**src/rtl/mod_updown_counter.sv**
```systemverilog
// mod_updown_counter: modulo-MODULUS up/down counter with enable, clamped load, tc and wrap.
// Optional macro CNT_SATURATE_EN: saturate at the bounds instead of wrapping (wrap tied to 0).
module mod_updown_counter #(
    parameter int unsigned     WIDTH   = 4,
    parameter longint unsigned MODULUS = 10,
    parameter longint unsigned RST_VAL = 0
) (
    input  logic             clk,
    input  logic             rst,
    input  logic             en,
    input  logic             up,
    input  logic             load,
    input  logic [WIDTH-1:0] load_val,
    output logic [WIDTH-1:0] cnt,
    output logic             tc,
    output logic             wrap
);

    localparam logic [WIDTH-1:0] MAX_VAL = WIDTH'(MODULUS - 1);
    localparam logic [WIDTH-1:0] RST_CNT = WIDTH'(RST_VAL);
    localparam logic [WIDTH-1:0] ONE     = WIDTH'(1);

    logic [WIDTH-1:0] cnt_q, cnt_d;
    logic             wrap_q, wrap_d;
    logic             at_bound;

    // Bound in the selected direction, then the next count and wrap pulse.
    always_comb begin
        at_bound = up ? (cnt_q == MAX_VAL) : (cnt_q == '0);
        tc       = en & ~load & ~rst & at_bound;
        cnt_d    = cnt_q;
        wrap_d   = 1'b0;
        if (load) begin
            cnt_d = (load_val > MAX_VAL) ? MAX_VAL : load_val;
        end else if (en) begin
`ifdef CNT_SATURATE_EN
            cnt_d = at_bound ? cnt_q : (up ? cnt_q + ONE : cnt_q - ONE);
`else
            cnt_d  = at_bound ? (up ? '0 : MAX_VAL) : (up ? cnt_q + ONE : cnt_q - ONE);
            wrap_d = at_bound;
`endif
        end
    end

    // State register; reset discards any pending load or count.
    always_ff @(posedge clk) begin
        if (rst) begin
            cnt_q  <= RST_CNT;
            wrap_q <= 1'b0;
        end else begin
            cnt_q  <= cnt_d;
            wrap_q <= wrap_d;
        end
    end

    assign cnt  = cnt_q;
    assign wrap = wrap_q;

endmodule

```
**config.mk**
```make
export PLATFORM = sky130hd
export DESIGN_NAME = mod_updown_counter
export DESIGN_NICKNAME = d
export VERILOG_FILES = /design/src/rtl/mod_updown_counter.sv
export SDC_FILE = /design/constraint.sdc
export NUM_CORES = 1
export LEC_CHECK = 0
export CAP_MARGIN = 10
export CORE_AREA = 10 10 47 49
export DETAILED_ROUTE_END_ITERATION = 7
export DIE_AREA = 0 0 57 59
export PLACE_DENSITY = 0.57
export SETUP_SLACK_MARGIN = 0.1
export SYNTH_ARGS = -nofsm -noshare
export SYNTH_HDL_FRONTEND = slang
export SYNTH_SLANG_ARGS = --single-unit
```
**constraint.sdc**
```tcl
create_clock -name clk -period 3.58 [get_ports clk]
set_input_delay 0.358 -clock clk [delete_from_list [all_inputs] [get_ports clk]]
set_output_delay 0.358 -clock clk [all_outputs]
set_load 0.05 [all_outputs]
```
# --- Yosys cells after proc, flatten, opt, wreduce, memory -nomap -nowiden ---
# Cells that the tools add are included.
totals:
  regBits: 5
  in_bits: 9
  output_inout_bits: 6
classes:
  addsub: 2
  n_lt_le_gt_ge: 1
  n_eq_ne: 1
  muxes: 7
  n_bitwise: 6
  n_reduce_logical: 3
ops:
  columns: ["operator", "n"]
  rows:
  - ["two-way mux 4 bit", 6]
  - ["adder 4 x 1 -> 4 bit, second input constant", 1]
  - ["== test 4 bit, second input constant", 1]
  - ["greater-than comparator 4 bit, second input constant", 1]
  - ["logical NOT 4 bit", 1]
  - ["subtractor 4 x 1 -> 4 bit, second input constant", 1]
  - ["AND 1 bit", 3]
  - ["NOT 1 bit", 3]
  - ["OR reduction 3 bit", 1]
  - ["nonzero test 2 bit", 1]
  - ["two-way mux 1 bit", 1]

# --- Logic depth before layout (Yosys ltp) ---
depth:
  depth_word: 5
  mapped_depth: 7
  ltp_nobuf: 7

# --- Worst setup path after synthesis ---
# OpenSTA, ideal clock, no wires.
synth_timing:
  path_type: "reg-to-output"
  start: "register cnt_q[3], in the netlist cnt[3]"
  end: "output port tc"
  t_arrival_ns: 1.777
  required_time_ns: 3.222
  slack_ns: 1.445
  path_stages_with_launch: 4
  n_path_buf: 0
  cell_sequence: "dfxtp_1 -> or3_1 -> a211oi_2 -> and4bb_1"
synth_between:
  elab_chain_cells: 3
  elab_cells_between_ends: 4
  classes_between: "1 x eq/ne; 1 x mux; 1 x bitwise; 1 x reduce/logical"
synth_rtl:
  columns: ["element", "line_no", "text"]
  rows:
  - ["start: declaration", "23", "logic [WIDTH-1:0] cnt_q, cnt_d;"]
  - ["start signal: assignment", "51", "cnt_q <= cnt_d;"]
  - ["== test 4 bit or logical NOT 4 bit (tied branches)", "29", "at_bound = up ? (cnt_q == MAX_VAL) : (cnt_q == '0);"]
  - ["two-way mux 1 bit *", "29", null]
  - ["AND 1 bit *", "30", "tc = en & ~load & ~rst & at_bound;"]
  - ["end: declaration", "15", "output logic tc,"]
# Every way passes the cells marked *; elsewhere a longest branch is shown, timed or not.

# --- Final worst setup path ---
layout_timing:
  start: "input port up"
  end: "output port tc"
layout_between:
  elab_chain_cells: 2
layout_rtl:
  columns: ["element", "line_no", "text"]
  rows:
  - ["start: declaration", "11", "input logic up,"]
  - ["two-way mux 1 bit", "29", null]
  - ["AND 1 bit", "30", null]
# No other way between the ends.

==> out/summary.txt <==
Status -> finished clean
Max H-tree Level -> 1
Cell count after synthesis -> 51
Minimum clock period -> 2.95 ns
Remaining DRCs -> 0
Synth Area in XOR/XNOR -> 4.14%
FF-to-FF Start -> cnt[2]$_SDFFE_PP0P_
CP top delay family -> buffers and inverters
Slew Viols, Final -> 0
WP buf/inv -> 2
Fin. Hold Viols -> 0
CP endpoint kind -> primary output
Hold slack -> 0.675 ns
P per Cell Area -> 340 nW/um2
Post-CTS Hold Fix Bufs -> 0
N_diodes -> 0
Starting DRT DRC Count -> 6
Syn Std Cell Area -> 423 um2
Sequential element share of the synthesized area -> 23.7%
Syn-to-layout area delta -> 42.0%
Total Wirelength -> 1060 um
Placed Cells -> 79
Worst reg2reg endpoint -> cnt[3]$_SDFFE_PP0P_
Pre-CTS setup slack -> 0.656 ns
Ys flop type -> dfxtp_1
Slew @ Worst Pin -> 0.510 ns
Post-synthesis compound-gate area fraction -> 24.0%
Synth top area share -> 23.7%
First-pass GRT wire length -> 1760 um
Clock Pin Slew Worst Setup and Hold Paths -> 0.05 ns
Share of layout cells above drive strength 1 -> 5.97%
Std cell rows -> 14
Tcrit/Tclk final -> 82.3%
Asr flop ratio synth -> 0%
Max incr delay on CP -> 0.81 ns
Post-CTS Setup Bufs -> 0
CP Depth -> 5
Die area -> 3360 um2
Crit path to -> tc
Clock sinks -> 5
R2R depth -> 6
Placer Congestion -> 0.740
Cell mode on critical path -> clkdlybuf4s50_1
Hold crit path type -> input port to flip-flop
Crit path DAT -> 2.59 ns
CTS tree -> yes
Vias in the first global route -> 418
Post-Synth Adder-Cell Area -> 10.7%
Total global-route track usage -> 6.42%
Post-synth net total -> 63
Max Cap Violations -> 0
Critical path peak fanout -> 8
RSZ-0062 raised after global routing -> false
Slowest CP cell -> clkdlybuf4s50_1
Antenna Nets Post-Route -> 0
Post-Synth Simple-Gate Area -> 32.0%
Nets@finish -> 80
Num ports -> 15
GR Overflow Total -> 0
Worst path required time -> 3.22 ns
Static leakage -> 0.246 nW
Num CTS Buffers -> 3
Largest net degree at the start of global routing -> 12
Final Setup Violations -> 0
I/O Buffers -> 14
Later-pin clock latency in the skew report -> 0.25 ns
Die width -> 57 um
Yosys warns -> 0
Initial antenna violation count -> 0
Post-synth EDFFs -> 0
Core footprint -> 1400 um2
Worst clock skew -> 0.00411 ns
CTS resizes -> 0
Fin cells -> 83
Flops & latches, synth -> 5
Total number of vias -> 430
Reg2reg setup slack -> 2.00 ns
VDD IR-drop max -> 0.162 mV
Setup_tns -> 0 ns
Synth area leaders -> dfxtp_1 24%, and4bb_1 5.9%, ha_1 5.9%, nand3b_1 5.3%, a21oi_1 4.7%
Cells along the critical path -> clkdlybuf4s50_1 > or3_1 > a211oi_2 > and4bb_1 > clkdlybuf4s50_1
Routed WL per cell -> 12.8 um
Main combinational cell family by area after synthesis -> simple AND/OR/NAND/NOR gates
Fmax -> 339 MHz
Post-synth top area cell -> dfxtp_1
Worst Setup SP -> up
Post-synthesis mux area share -> 0%
Clk root buf -> clkbuf_4
Die Span Y -> 59 um
Detailed Routing Iterations Pass 1 -> 4
Vias per cell -> 5.18
Kind of critical path -> input port to primary output
Avg Inst Size Synth -> 8.29 um2
Slew margin rel. -> 65.9%
Critical path startpoint category -> input port
Clock Tree Buf Depth -> 2
Final worst setup slack -> 0.633 ns
Initial Utilization -> 30.2%
Yosys cell types -> 27
==> through the flow <==
step	power, W	cell area, um2	util, %
after floorplan	0.000113	423	-
after global placement	0.000139	574	41.0
after detailed placement	0.000139	574	41.0
after global routing	0.000218	601	42.9
final	0.000204	601	42.9
after CTS	0.000208	601	42.9
==> placed cells by master, fill, tap and decap left out, drive strengths merged <==
cell,n
or3,1
or2b,2
and4bb,2
o22ai,2
nand4b,1
o211a,1
a22o,1
nand2b,2
nand3,3
nor3b,1
o21bai,1
ha,2
clkdlybuf4s50,14
dfxtp,5
a211oi,1
o21ai,1
nand2,4
inv,4
xor2,2
o311ai,1
fa,1
o211ai,1
nand3b,3
nor2,2
a311oi,1
a21oi,4
clkbuf,4
==> cells by family (layout without fill, tap and decap cells) <==
family | count (synthesis) | in the layout
AO/OA/AOI/OAI | 14 | 14
XOR/XNOR | 2 | 2
adder cells (fa/ha/maj) | 3 | 3
buffers and inverters | 6 | 22
flip-flops | 5 | 5
AND/OR/NAND/NOR | 21 | 21
==> registers in the layout, summed over array words and instances (netlist names) <==
register,flops
wrap,1
cnt,4
==> cells in the mapped netlist, drive strengths merged (2+ instances only) <==
cell type	n
and4bb	2
nand2	4
nand2b	2
nand3	3
or2b	2
dfxtp	5
nand3b	3
a21oi	4
o22ai	2
ha	2
nor2	2
inv	4
xor2	2
==> area by class of cell <==
cell class	count	area, um2
clock buffers	4	26.3
fillers	156	801
inverters	4	15.0
multi-input cells	40	299
flip-flops and latches	5	100
well taps	16	20.0
repair buffers	14	140
==> worst min-delay path, delay by kind of cell <==
kind	cells	cell delay (ns)
AO/OA/AOI/OAI	1	0.07
buffers and inverters	2	0.44
==> routing by layer <==
layer | GRT usage, % | wire (um) | up-vias
li1 | - | - | 222
met1 | 6.95 | 483 | 182
met2 | 8.99 | 429 | 22
met3 | 2.58 | 109 | 4
met4 | 6.71 | 40 | 0
met5 | 0 | 0 | -
==> how the worst min path moves through the flow <==
stage                              from                   to  slack [ns]  cells after the start
finish                      load_val[0]  cnt[0]$_SDFFE_PP0P_        0.68                      3
global route                load_val[0]  cnt[0]$_SDFFE_PP0P_        0.69                      3
CTS                         load_val[0]  cnt[0]$_SDFFE_PP0P_        0.67                      3
detailed placement  cnt[1]$_SDFFE_PP0P_  cnt[1]$_SDFFE_PP0P_        0.71                      4
global placement    cnt[1]$_SDFFE_PP0P_  cnt[1]$_SDFFE_PP0P_        0.72                      4
floorplan                           rst  cnt[1]$_SDFFE_PP0P_        0.43                      1
==> power by group <==
group | internal [W] | switching [W]
combinational | 0.0000318 | 0.0000376
sequential | 0.0000599 | 0.00000788
clock | 0.0000423 | 0.0000251
total | 0.000134 | 0.0000705
(Power assumes the default switching activity.)
